**src/rtl/serial_src_pkg.sv**
```systemverilog
// Shared types and counter sizing for the serial pattern source.
package serial_src_pkg;

  typedef enum logic [1:0] {
    SRC_IDLE,
    SRC_SHIFT,
    SRC_GAP
  } src_state_e;

  localparam int unsigned MAX_WIDTH = 32;
  localparam int unsigned MAX_GAP   = 15;

  // Bit counter holds bits-remaining-minus-one, so WIDTH-1 must fit.
  localparam int unsigned BIT_CNT_W = $clog2(MAX_WIDTH);
  localparam int unsigned GAP_CNT_W = $clog2(MAX_GAP + 1);

endpackage

```
**src/rtl/ser_word_fifo.sv**
```systemverilog
// Small synchronous show-ahead FIFO buffering words ahead of the shifter.
module ser_word_fifo
  import serial_src_pkg::*;
#(
  parameter int unsigned WIDTH = 8,
  parameter int unsigned DEPTH = 2
) (
  input  logic                     clk,
  input  logic                     rst_n,
  input  logic                     wr_en,
  input  logic [WIDTH-1:0]         wr_data,
  input  logic                     rd_en,
  output logic [WIDTH-1:0]         rd_data,
  output logic                     full,
  output logic                     empty,
  output logic [$clog2(DEPTH):0]   count
);

  localparam int unsigned PTR_W = $clog2(DEPTH);
  localparam int unsigned CNT_W = PTR_W + 1;

  logic [WIDTH-1:0] mem_q [DEPTH];
  logic [PTR_W-1:0] wr_ptr_q, wr_ptr_d;
  logic [PTR_W-1:0] rd_ptr_q, rd_ptr_d;
  logic [CNT_W-1:0] count_q, count_d;
  logic             do_wr, do_rd;

  assign full    = (count_q == CNT_W'(DEPTH));
  assign empty   = (count_q == '0);
  assign count   = count_q;
  assign do_wr   = wr_en && !full;
  assign do_rd   = rd_en && !empty;
  assign rd_data = mem_q[rd_ptr_q];

  // Pointers wrap naturally because DEPTH is a power of two.
  always_comb begin
    wr_ptr_d = wr_ptr_q;
    rd_ptr_d = rd_ptr_q;
    count_d  = count_q;
    if (do_wr) wr_ptr_d = wr_ptr_q + PTR_W'(1);
    if (do_rd) rd_ptr_d = rd_ptr_q + PTR_W'(1);
    if (do_wr && !do_rd)      count_d = count_q + CNT_W'(1);
    else if (!do_wr && do_rd) count_d = count_q - CNT_W'(1);
  end

  always_ff @(posedge clk or negedge rst_n) begin
    if (!rst_n) begin
      wr_ptr_q <= '0;
      rd_ptr_q <= '0;
      count_q  <= '0;
    end else begin
      wr_ptr_q <= wr_ptr_d;
      rd_ptr_q <= rd_ptr_d;
      count_q  <= count_d;
    end
  end

  always_ff @(posedge clk) begin
    if (do_wr) mem_q[wr_ptr_q] <= wr_data;
  end

endmodule

```
**src/rtl/serial_pattern_source.sv**
```systemverilog
// Buffers parallel words and shifts them out one bit per clock with an
// optional idle gap between words; all serial outputs are registered.
module serial_pattern_source
  import serial_src_pkg::*;
#(
  parameter int unsigned WIDTH    = 8,
  parameter int unsigned DEPTH    = 2,
  parameter int unsigned GAP      = 0,
  parameter logic        IDLE_BIT = 1'b0
) (
  input  logic             clk,
  input  logic             reset,
  input  logic [WIDTH-1:0] in_data,
  input  logic             in_valid,
  output logic             in_ready,
  input  logic             msb_first,
  output logic             ser_bit,
  output logic             ser_valid,
  output logic             word_done,
  output logic             busy
);

  src_state_e             state_q, state_d;
  logic [WIDTH-1:0]       shift_q, shift_d;
  logic                   order_q, order_d;
  logic [BIT_CNT_W-1:0]   bit_cnt_q, bit_cnt_d;
  logic [GAP_CNT_W-1:0]   gap_cnt_q, gap_cnt_d;
  logic                   ser_bit_q, ser_bit_d;
  logic                   ser_valid_q, ser_valid_d;
  logic                   word_done_q, word_done_d;

  logic                   load;
  logic                   fifo_full, fifo_empty;
  logic [WIDTH-1:0]       fifo_data;
  logic [$clog2(DEPTH):0] fifo_count;

  ser_word_fifo #(
    .WIDTH (WIDTH),
    .DEPTH (DEPTH)
  ) u_fifo (
    .clk     (clk),
    .rst_n   (reset),
    .wr_en   (in_valid),
    .wr_data (in_data),
    .rd_en   (load),
    .rd_data (fifo_data),
    .full    (fifo_full),
    .empty   (fifo_empty),
    .count   (fifo_count)
  );

  assign in_ready  = !fifo_full;
  assign busy      = (state_q != SRC_IDLE) || (fifo_count != '0);
  assign ser_bit   = ser_bit_q;
  assign ser_valid = ser_valid_q;
  assign word_done = word_done_q;

  always_comb begin
    state_d     = state_q;
    shift_d     = shift_q;
    order_d     = order_q;
    bit_cnt_d   = bit_cnt_q;
    gap_cnt_d   = gap_cnt_q;
    ser_bit_d   = IDLE_BIT;
    ser_valid_d = 1'b0;
    word_done_d = 1'b0;
    load        = 1'b0;

    unique case (state_q)
      SRC_IDLE: begin
        if (!fifo_empty) load = 1'b1;
      end
      SRC_SHIFT: begin
        ser_valid_d = 1'b1;
        ser_bit_d   = order_q ? shift_q[WIDTH-1] : shift_q[0];
        shift_d     = order_q ? (shift_q << 1) : (shift_q >> 1);
        bit_cnt_d   = bit_cnt_q - BIT_CNT_W'(1);
        if (bit_cnt_q == '0) begin
          word_done_d = 1'b1;
          if (GAP > 0) begin
            state_d   = SRC_GAP;
            gap_cnt_d = GAP_CNT_W'(GAP - 1);
          end else if (!fifo_empty) begin
            load = 1'b1;
          end else begin
            state_d = SRC_IDLE;
          end
        end
      end
      SRC_GAP: begin
        if (gap_cnt_q == '0) begin
          if (!fifo_empty) load = 1'b1;
          else             state_d = SRC_IDLE;
        end else begin
          gap_cnt_d = gap_cnt_q - GAP_CNT_W'(1);
        end
      end
      default: state_d = SRC_IDLE;
    endcase

    // Bit order is captured with the word so later msb_first changes cannot disturb it.
    if (load) begin
      state_d   = SRC_SHIFT;
      shift_d   = fifo_data;
      order_d   = msb_first;
      bit_cnt_d = BIT_CNT_W'(WIDTH - 1);
    end
  end

  always_ff @(posedge clk or negedge reset) begin
    if (!reset) begin
      state_q     <= SRC_IDLE;
      shift_q     <= '0;
      order_q     <= 1'b1;
      bit_cnt_q   <= '0;
      gap_cnt_q   <= '0;
      ser_bit_q   <= IDLE_BIT;
      ser_valid_q <= 1'b0;
      word_done_q <= 1'b0;
    end else begin
      state_q     <= state_d;
      shift_q     <= shift_d;
      order_q     <= order_d;
      bit_cnt_q   <= bit_cnt_d;
      gap_cnt_q   <= gap_cnt_d;
      ser_bit_q   <= ser_bit_d;
      ser_valid_q <= ser_valid_d;
      word_done_q <= word_done_d;
    end
  end

endmodule

```
**config.mk**
```make
export PLATFORM = sky130hd
export DESIGN_NAME = serial_pattern_source
export DESIGN_NICKNAME = d
export VERILOG_FILES = /design/src/rtl/serial_src_pkg.sv /design/src/rtl/ser_word_fifo.sv /design/src/rtl/serial_pattern_source.sv
export SDC_FILE = /design/constraint.sdc
export NUM_CORES = 1
export LEC_CHECK = 0
export CORE_MARGIN = 2
export CORE_UTILIZATION = 45
export CTS_BUF_LIST = sky130_fd_sc_hd__clkbuf_16
export DETAILED_ROUTE_END_ITERATION = 12
export GPL_TIMING_DRIVEN = 0
export PLACE_DENSITY_LB_ADDON = 0.2
export SLEW_MARGIN = 20
export SYNTH_ARGS = -nofsm -noshare
export SYNTH_HDL_FRONTEND = slang
export SYNTH_SLANG_ARGS = --single-unit
```
**constraint.sdc**
```tcl
create_clock -name clk -period 4.5 [get_ports clk]
set_clock_uncertainty 0.1 [all_clocks]
set_input_delay 0.9 -clock clk [delete_from_list [all_inputs] [get_ports clk]]
set_output_delay 0.9 -clock clk [all_outputs]
set_load 0.03 [all_outputs]
```
==> summary.md, run 1 <==
| Metric | Value |
|---|---|
| Status | `completed` |
| Synth Area in Compound Gates | `11.06%` |
| Die W | `between 60 and 70 um` |
| Pins Over Slew Limit | `0` |
| Synth Flop Type | `dfrtp_1` |
| Worst slew pin tran | `0.7978 ns` |
| Switching pwr | `between 400 and 500 uW` |
| First-pass iteration count of the detailed router | `4` |
| CTS root buf | `clkbuf_16` |
| Routability Congestion | `about 0.83` |
| H-tree depth | `2` |
| Congestion Overflow GR | `0` |
| Final Critical Period | `3.026 ns` |
| Setup Buffers After CTS | `0` |
| Synth area leader | `dfrtp_1` |
| # diodes | `0` |
| Max rail drop VDD | `between 0.3 and 0.4 mV` |
| CTS tree | `done` |
| Hold Vio Cnt, Final | `0` |
| Post-cts resize count | `0` |
| Clock Pin Slew Worst Setup and Hold Paths | `0.05 ns` |
| Post-Syn Instances | `136` |
| Mux cell area share after synthesis | `10.05%` |
| Remaining DRCs | `0` |
| Pwr Density | `667.3 mW/mm^2` |
| Drt total wl | `3111 um` |
| GRT Util Overall | `16.93%` |
| Setup TNS | `0 ns` |
| Post-synth top area share | `between 30% and 40%` |
| Synth Area per Inst | `approximately 13 um^2` |
| Final setup fails | `0` |
| Fmax | `0.3305 GHz` |
| Num rows | `22` |
| Crit Path Max Fanout | `10` |
| Register bit count reported by yosys | `38` |
| Die Ht | `~66 um` |
| Final net count | `173` |
| Port Buf Inserts | `16` |
| Num CTS Buffers | `5` |
| Core ar. | `0.003689 mm^2` |
| Unrepaired setup endpoints after global routing | `no` |
| Final Util | `56.78%` |
| Simple-gate share of the synthesized area | `11.41%` |
| Adder-cell share of the synthesized area | `approximately 1.4%` |
| Number of synthesized flops with an enable pin | `16` |
| Clk sinks | `38` |
| Vias per cell | `5.370` |
| Largest net degree at the start of global routing | `23` |
| Post-DP HPWL | `2154 um` |
| Post-synthesis xor/xnor area fraction | `3.015%` |
| Post-synth ARST share | `a little under 60%` |
| Period utilization | `67.23%` |
| Synthesized area | `about 0.0017 mm^2` |
| Clock share of power | `a little under a quarter` |
| Crit path DAT | `between 2 and 2.5 ns` |
| WP data required | `~3.5 ns` |
| # IOs | `17` |
| Post-synth top cells | `dfrtp_1 (21), edfxtp_1 (16), mux2_2 (8)` |
| Relative slew slack | `a little under half` |
| Max-cap viol count | `0` |
| Min-delay worst type | `reg -> reg` |
| Wire length per cell | `14.96 um` |
| Internal Pwr Total | `927.9 uW` |
| Slowest cell delay on critical path | `0.61 ns` |
| Global-route wire length before repair | `5368 um` |
| Starting Density | `47.25%` |
| Worst setup EP type | `output pin` |
| Clock latency on the worst-skew pair | `0.28 ns` |
| Initial antenna violation count | `0` |
| Vias | `1117` |
| Main combinational cell family by area after synthesis | `simple AND/OR/NAND/NOR gates` |
| Post-route ant nets | `0` |
| Slowest-stage cell, CP | `clkdlybuf4s50_1` |
| Count leader, synth | `dfrtp_1` |
| Register area share after synthesis | `59.22%` |
| WS Path Type | `reg -> out` |
| Sw frac | `33.61%` |
| Die ar. | `0.004387 mm^2` |
| Seq pwr share | `between 30% and 40%` |
| Hold Buf Count CTS | `0` |
| Initial DRC count | `34` |
| Comb power frac | `38.0%` |
| YS warnings | `0` |
| Net Count, Synth | `150` |
| Crit-path cells | `clkbuf_1 > or3_1 > clkdlybuf4s50_1` |
| Clock Path Buffers | `2` |
| Top post-synthesis cells by area | `dfrtp_1 (30%), edfxtp_1 (28%), mux2_2 (5.2%)` |
| Vias in the first global route | `1121` |
| Layout cells sized above 1 | `15.63%` |
| Area delta synth->final | `20.17%` |
| CP Launch Type | `register` |
| Leakage | `0.0008344 uW` |
| Synth unique cells | `37` |
[registers in the layout, indices dropped and copies added, names as in the netlist]
register / cells
u_fifo.count: 2
order_q: 1
u_fifo.wr_ptr_q: 1
state_q: 1
u_fifo.mem_q: 16
ser_bit: 1
word_done: 1
u_fifo.rd_ptr_q: 1
ser_valid: 1
bit_cnt_q: 5
shift_q: 8
[cell families (layout without fill, tap and decap cells)]
family | Yosys count | after routing
mux | 16 | 16
xor+xnor | 6 | 6
fa+ha+maj | 2 | 2
flops | 38 | 38
simple gates | 34 | 34
buf+inv | 15 | 39
compound gates | 25 | 25
[power groups by stage]
stage,registers (uW),logic [uW],clock network (uW)
after floorplan,545,404,0
after global placement,549,517,0
after detailed placement,554,537,0
after CTS,548,540,327
after global routing,562,592,343
final,548,531,318
[critical path: cells and delay by family (launching register included)]
family                 cells  cell delay (ns)
buffers and inverters      2             0.86
DFF                        1             0.43
and+or+nand+nor            1             0.45
[final timing paths]
path / slack, ns / startpoint / cells after the start / endpoint
min in group asynchronous: 0.48 / reset / 1 / shift_q[1]
max reg2reg: 2.14 / bit_cnt_q[0] / 10 / u_fifo.count[1]
min reg2reg: 0.27 / state_q[0] / 0 / ser_valid
min: 0.27 / state_q[0] / 0 / ser_valid
max in group asynchronous: 3.46 / reset / 1 / order_q
max: 1.47 / u_fifo.count[0] / 3 / busy
[metrics by stage]
stage	hold slack, ns	power, uW	worst slack [ns]	cell area [um^2]	std cells
2_1_floorplan	0.2487	949.8	2.299	1743	136
3_3_place_gp	0.2557	1066	1.811	1963	200
3_5_place_dp	0.2675	1091	1.767	1963	200
4_1_cts	0.2783	1415	1.461	2100	208
5_1_grt	0.2869	1496	1.395	2095	208
6_report	0.2730	1398	1.475	2095	208
[per-layer routing]
metal | up-vias | part of all wire [%] | track usage, %
met5 | - | 0 | 0
li1 | 545 | - | -
met1 | 546 | 42 | 20.07
met2 | 22 | 51 | 28.25
met3 | 4 | 4.9 | 5.111
met4 | 0 | 1.6 | 7.398
[placed cells by master, fill, tap and decap left out, types with 2 or more instances in the layout]
cell type / instances
xnor2_1: 3
ha_1: 2
o22ai_1: 6
nor2_1: 6
o211ai_1: 6
buf_2: 3
clkbuf_16: 5
clkbuf_1: 7
edfxtp_1: 16
mux2_2: 8
a211oi_2: 2
or4_1: 2
nor3_1: 4
xor2_1: 3
inv_1: 8
clkdlybuf4s50_1: 15
nand2_1: 4
or3_1: 7
mux2i_1: 7
a31oi_1: 3
o31ai_1: 2
nand2b_1: 4
dfrtp_1: 21
[final cells by class]
cell class                 count  area (um^2)
fill                         320         1594
inverter                       5        18.77
tap                           48        60.06
buffer                        10        47.55
clock inverter                 3        11.26
multi-input combinational     83        644.4
timing repair buffer          16        155.1
sequential                    38         1032
clock buffer                   5        125.1
(Power assumes the default switching activity.)
==> run 2, diff against run 1 <==
clock period = 2.86 ns   (was 4.5 ns; I/O delays follow)
==> results of run 2 <==
The final DEF is identical to that of run 1. Status: completed.
Main changes from that run: setup slack after placement 1.767 ns -> 0.4554 ns; setup slack after layout 1.475 ns -> 0.1625 ns; hold slack 0.2730 ns -> 0.1559 ns; register-to-register setup slack 2.14 ns -> 0.50 ns; total power 1398 uW -> 2199 uW; worst IR drop on VDD 0.3877 mV -> 0.6099 mV
==> run 3, diff against run 2 <==
ABC_CLOCK_PERIOD_IN_PS = 2860   (was default)
CORE_UTILIZATION = 35   (was 45)
DONT_BUFFER_PORTS = 1   (was default)
==> run 3 against run 2 <==
Worst setup slack better by 0.29 ns. First-iteration DRC count decreased by 24%. Global-route usage down 3.4 points. Cell area down 5.9%. Combinational power fell by 6.8%. Register-to-register slack worse by 0.05 ns. Hold slack worse by 0.12 ns. Critical endpoint is now u_fifo.mem_q[0][5]. Largest cell class unchanged.
==> summary.md, run 3 (same netlist as run 1, synthesis figures left out) <==
| Metric | Value |
|---|---|
| Status | `completed` |
| Starting Density | `36.66% (-11 points)` |
| FF-to-FF End | `u_fifo.mem_q[0][5]` |
| Most frequent cells in the layout | `dfrtp_1 (21), edfxtp_1 (16), mux2_2 (8)` |
| Worst slew pin tran | `0.7301 ns (-0.06766 ns)` |
| H-tree depth | `2 (unchanged)` |
| Regs by FF count | `u_fifo.mem_q x16, shift_q x8, bit_cnt_q x5` |
| Routability Congestion | `0.8204 (-1.3%)` |
| Setup WS pre-CTS | `between 0.4 and 0.5 ns` |
| Max rail drop VDD | `~0.52 mV` |
| Worst reg2reg startpoint | `u_fifo.count[0]` |
| First-pass iteration count of the detailed router | `6 (+2)` |
| Vias per cell | `5.094 (-5.1%)` |
| GRT Util Overall | `13.55% (-3.4 points)` |
| Vias | `1080 (-3.3%)` |
| Num CTS Buffers | `5 (unchanged)` |
| Crit Path Max Fanout | `10 (unchanged)` |
| Hold Vio Cnt, Final | `0 (unchanged)` |
| R2R depth | `4 (-6)` |
| Period utilization | `roughly 84%` |
| Final Critical Period | `around 2.4 ns` |
| CP Launch Type | `register` |
| Min Hold Slack | `roughly 0.036 ns` |
| Congestion Overflow GR | `0 (unchanged)` |
| Worst setup EP type | `register` |
| R2R setup slack | `approximately 0.45 ns` |
| Unrepaired setup endpoints after global routing | `no` |
| Clock Path Buffers | `2 (unchanged)` |
| Fmax | `about 0.42 GHz` |
| Layout cells sized above 1 | `18.62% (+3.0 points)` |
| # diodes | `0 (unchanged)` |
| Post-DP HPWL | `2219 um (+3.0%)` |
| Final net count | `158 (-8.7%)` |
| Port Buf Inserts | `0 (-16)` |
| Min-delay worst type | `in -> async` |
| CTS root buf | `clkbuf_16` |
| Num rows | `25 (+14%)` |
| Post-cts resize count | `0 (unchanged)` |
| Die Ht | `74.57 um (+13%)` |
| Clock latency on the worst-skew pair | `0.28 ns (about the same)` |
| WP data required | `2.66 ns` |
| Final setup fails | `0 (unchanged)` |
| WS Path Type | `reg -> reg` |
| Leakage | `0.0007724 uW (-7.4%)` |
| Vias in the first global route | `1168 (+4.2%)` |
| Area delta synth->final | `13.07%` |
| Largest register FFs | `16 (unchanged)` |
| Global-route wire length before repair | `5506 um (+2.6%)` |
| Pins Over Slew Limit | `0 (unchanged)` |
| Post-route ant nets | `0 (unchanged)` |
| Worst setup startpoint | `u_fifo.count[0]` |
| Core ar. | `0.004755 mm^2 (+29%)` |
| CP endpoint | `u_fifo.mem_q[0][5]` |
| Final Util | `41.45% (-15 points)` |
| Crit path DAT | `2.21 ns (+0.18 ns)` |
| Initial antenna violation count | `0 (unchanged)` |
| Commonest non-fill, non-tap cell in the layout | `dfrtp_1` |
| Initial DRC count | `26 (-24%)` |
| # IOs | `17 (unchanged)` |
| Remaining DRCs | `0 (unchanged)` |
| CTS tree | `done` |
| Largest net degree at the start of global routing | `22 (-4.3%)` |
| Clk sinks | `38 (unchanged)` |
| Clock Pin Slew Worst Setup and Hold Paths | `0.05 ns (about the same)` |
| Pwr Density | `1102 mW/mm^2` |
| Setup TNS | `0 ns (unchanged)` |
| Reg with most FFs | `u_fifo.mem_q` |
| Die W | `74.57 um (+13%)` |
| Relative slew slack | `51.15% (+4.5 points)` |
| Die ar. | `0.005560 mm^2 (+27%)` |
| Wire length per cell | `15.49 um (+3.5%)` |
| Drt total wl | `3283 um (+5.5%)` |
| Final Worst Setup Slack | `0.4540 ns` |
| Max-cap viol count | `0 (unchanged)` |
==> run 3: report_power, final <==
group	switching, uW	internal [uW]
Combinational	432	347
Clock	194	316
Sequential	121	762
==> run 3: worst min path at each step <==
stage / start / to / slack (ns) / cells past startpoint
after floorplan: reset / bit_cnt_q[0] / 0.18 / 0
after global placement: reset / word_done / 0.18 / 0
after global routing: reset / order_q / 0.03 / 0
after detailed placement: reset / ser_bit / 0.18 / 0
after CTS: reset / order_q / 0.03 / 0
final: reset / order_q / 0.04 / 0
==> run 3: final cells by class <==
type | instances | area (um^2)
clock buffers | 5 | 125.1
multi-input cells | 83 | 644.4
fillers | 472 | 2784
repair buffers | 1 | 5.005
inverters | 5 | 18.77
well taps | 67 | 83.83
clock inverters | 3 | 13.76
flip-flops and latches | 38 | 1032
plain buffers | 10 | 47.55
==> run 3: worst max-delay path, stage by stage (launching register included) <==
cell and delay, ns:
dfrtp_1 0.41, clkbuf_1 0.36, nand2b_1 0.40, nand2_1 0.17, nor2_1 0.59
==> run 3: per-stage QoR <==
stage               total power (uW)  instances  area [um^2]
floorplan                       1494        136         1743
global placement                1635        203         1827
detailed placement              1666        203         1827
CTS                             2199        212         1976
global route                    2320        212         1971
finish                          2172        212         1971
==> run 3: timing repair <==
action | in CTS | in global routing
endpoints found under the hold margin | 21 | 0
setup buffers | 0 | 0
hold buffers | 1 | 0
==> run 3: layer usage <==
| metal | vias to the layer above | wire length [um] | global-route usage, % | share of wire (%) |
|---|---|---|---|---|
| met5 | - | 0 | 0 | 0 |
| met4 | 0 | 22 | 6.349 | 0.67 |
| met3 | 2 | 136 | 4.336 | 4.1 |
| met2 | 21 | 1696 | 22.62 | 52 |
| met1 | 542 | 1428 | 15.85 | 43 |
| li1 | 515 | - | - | - |
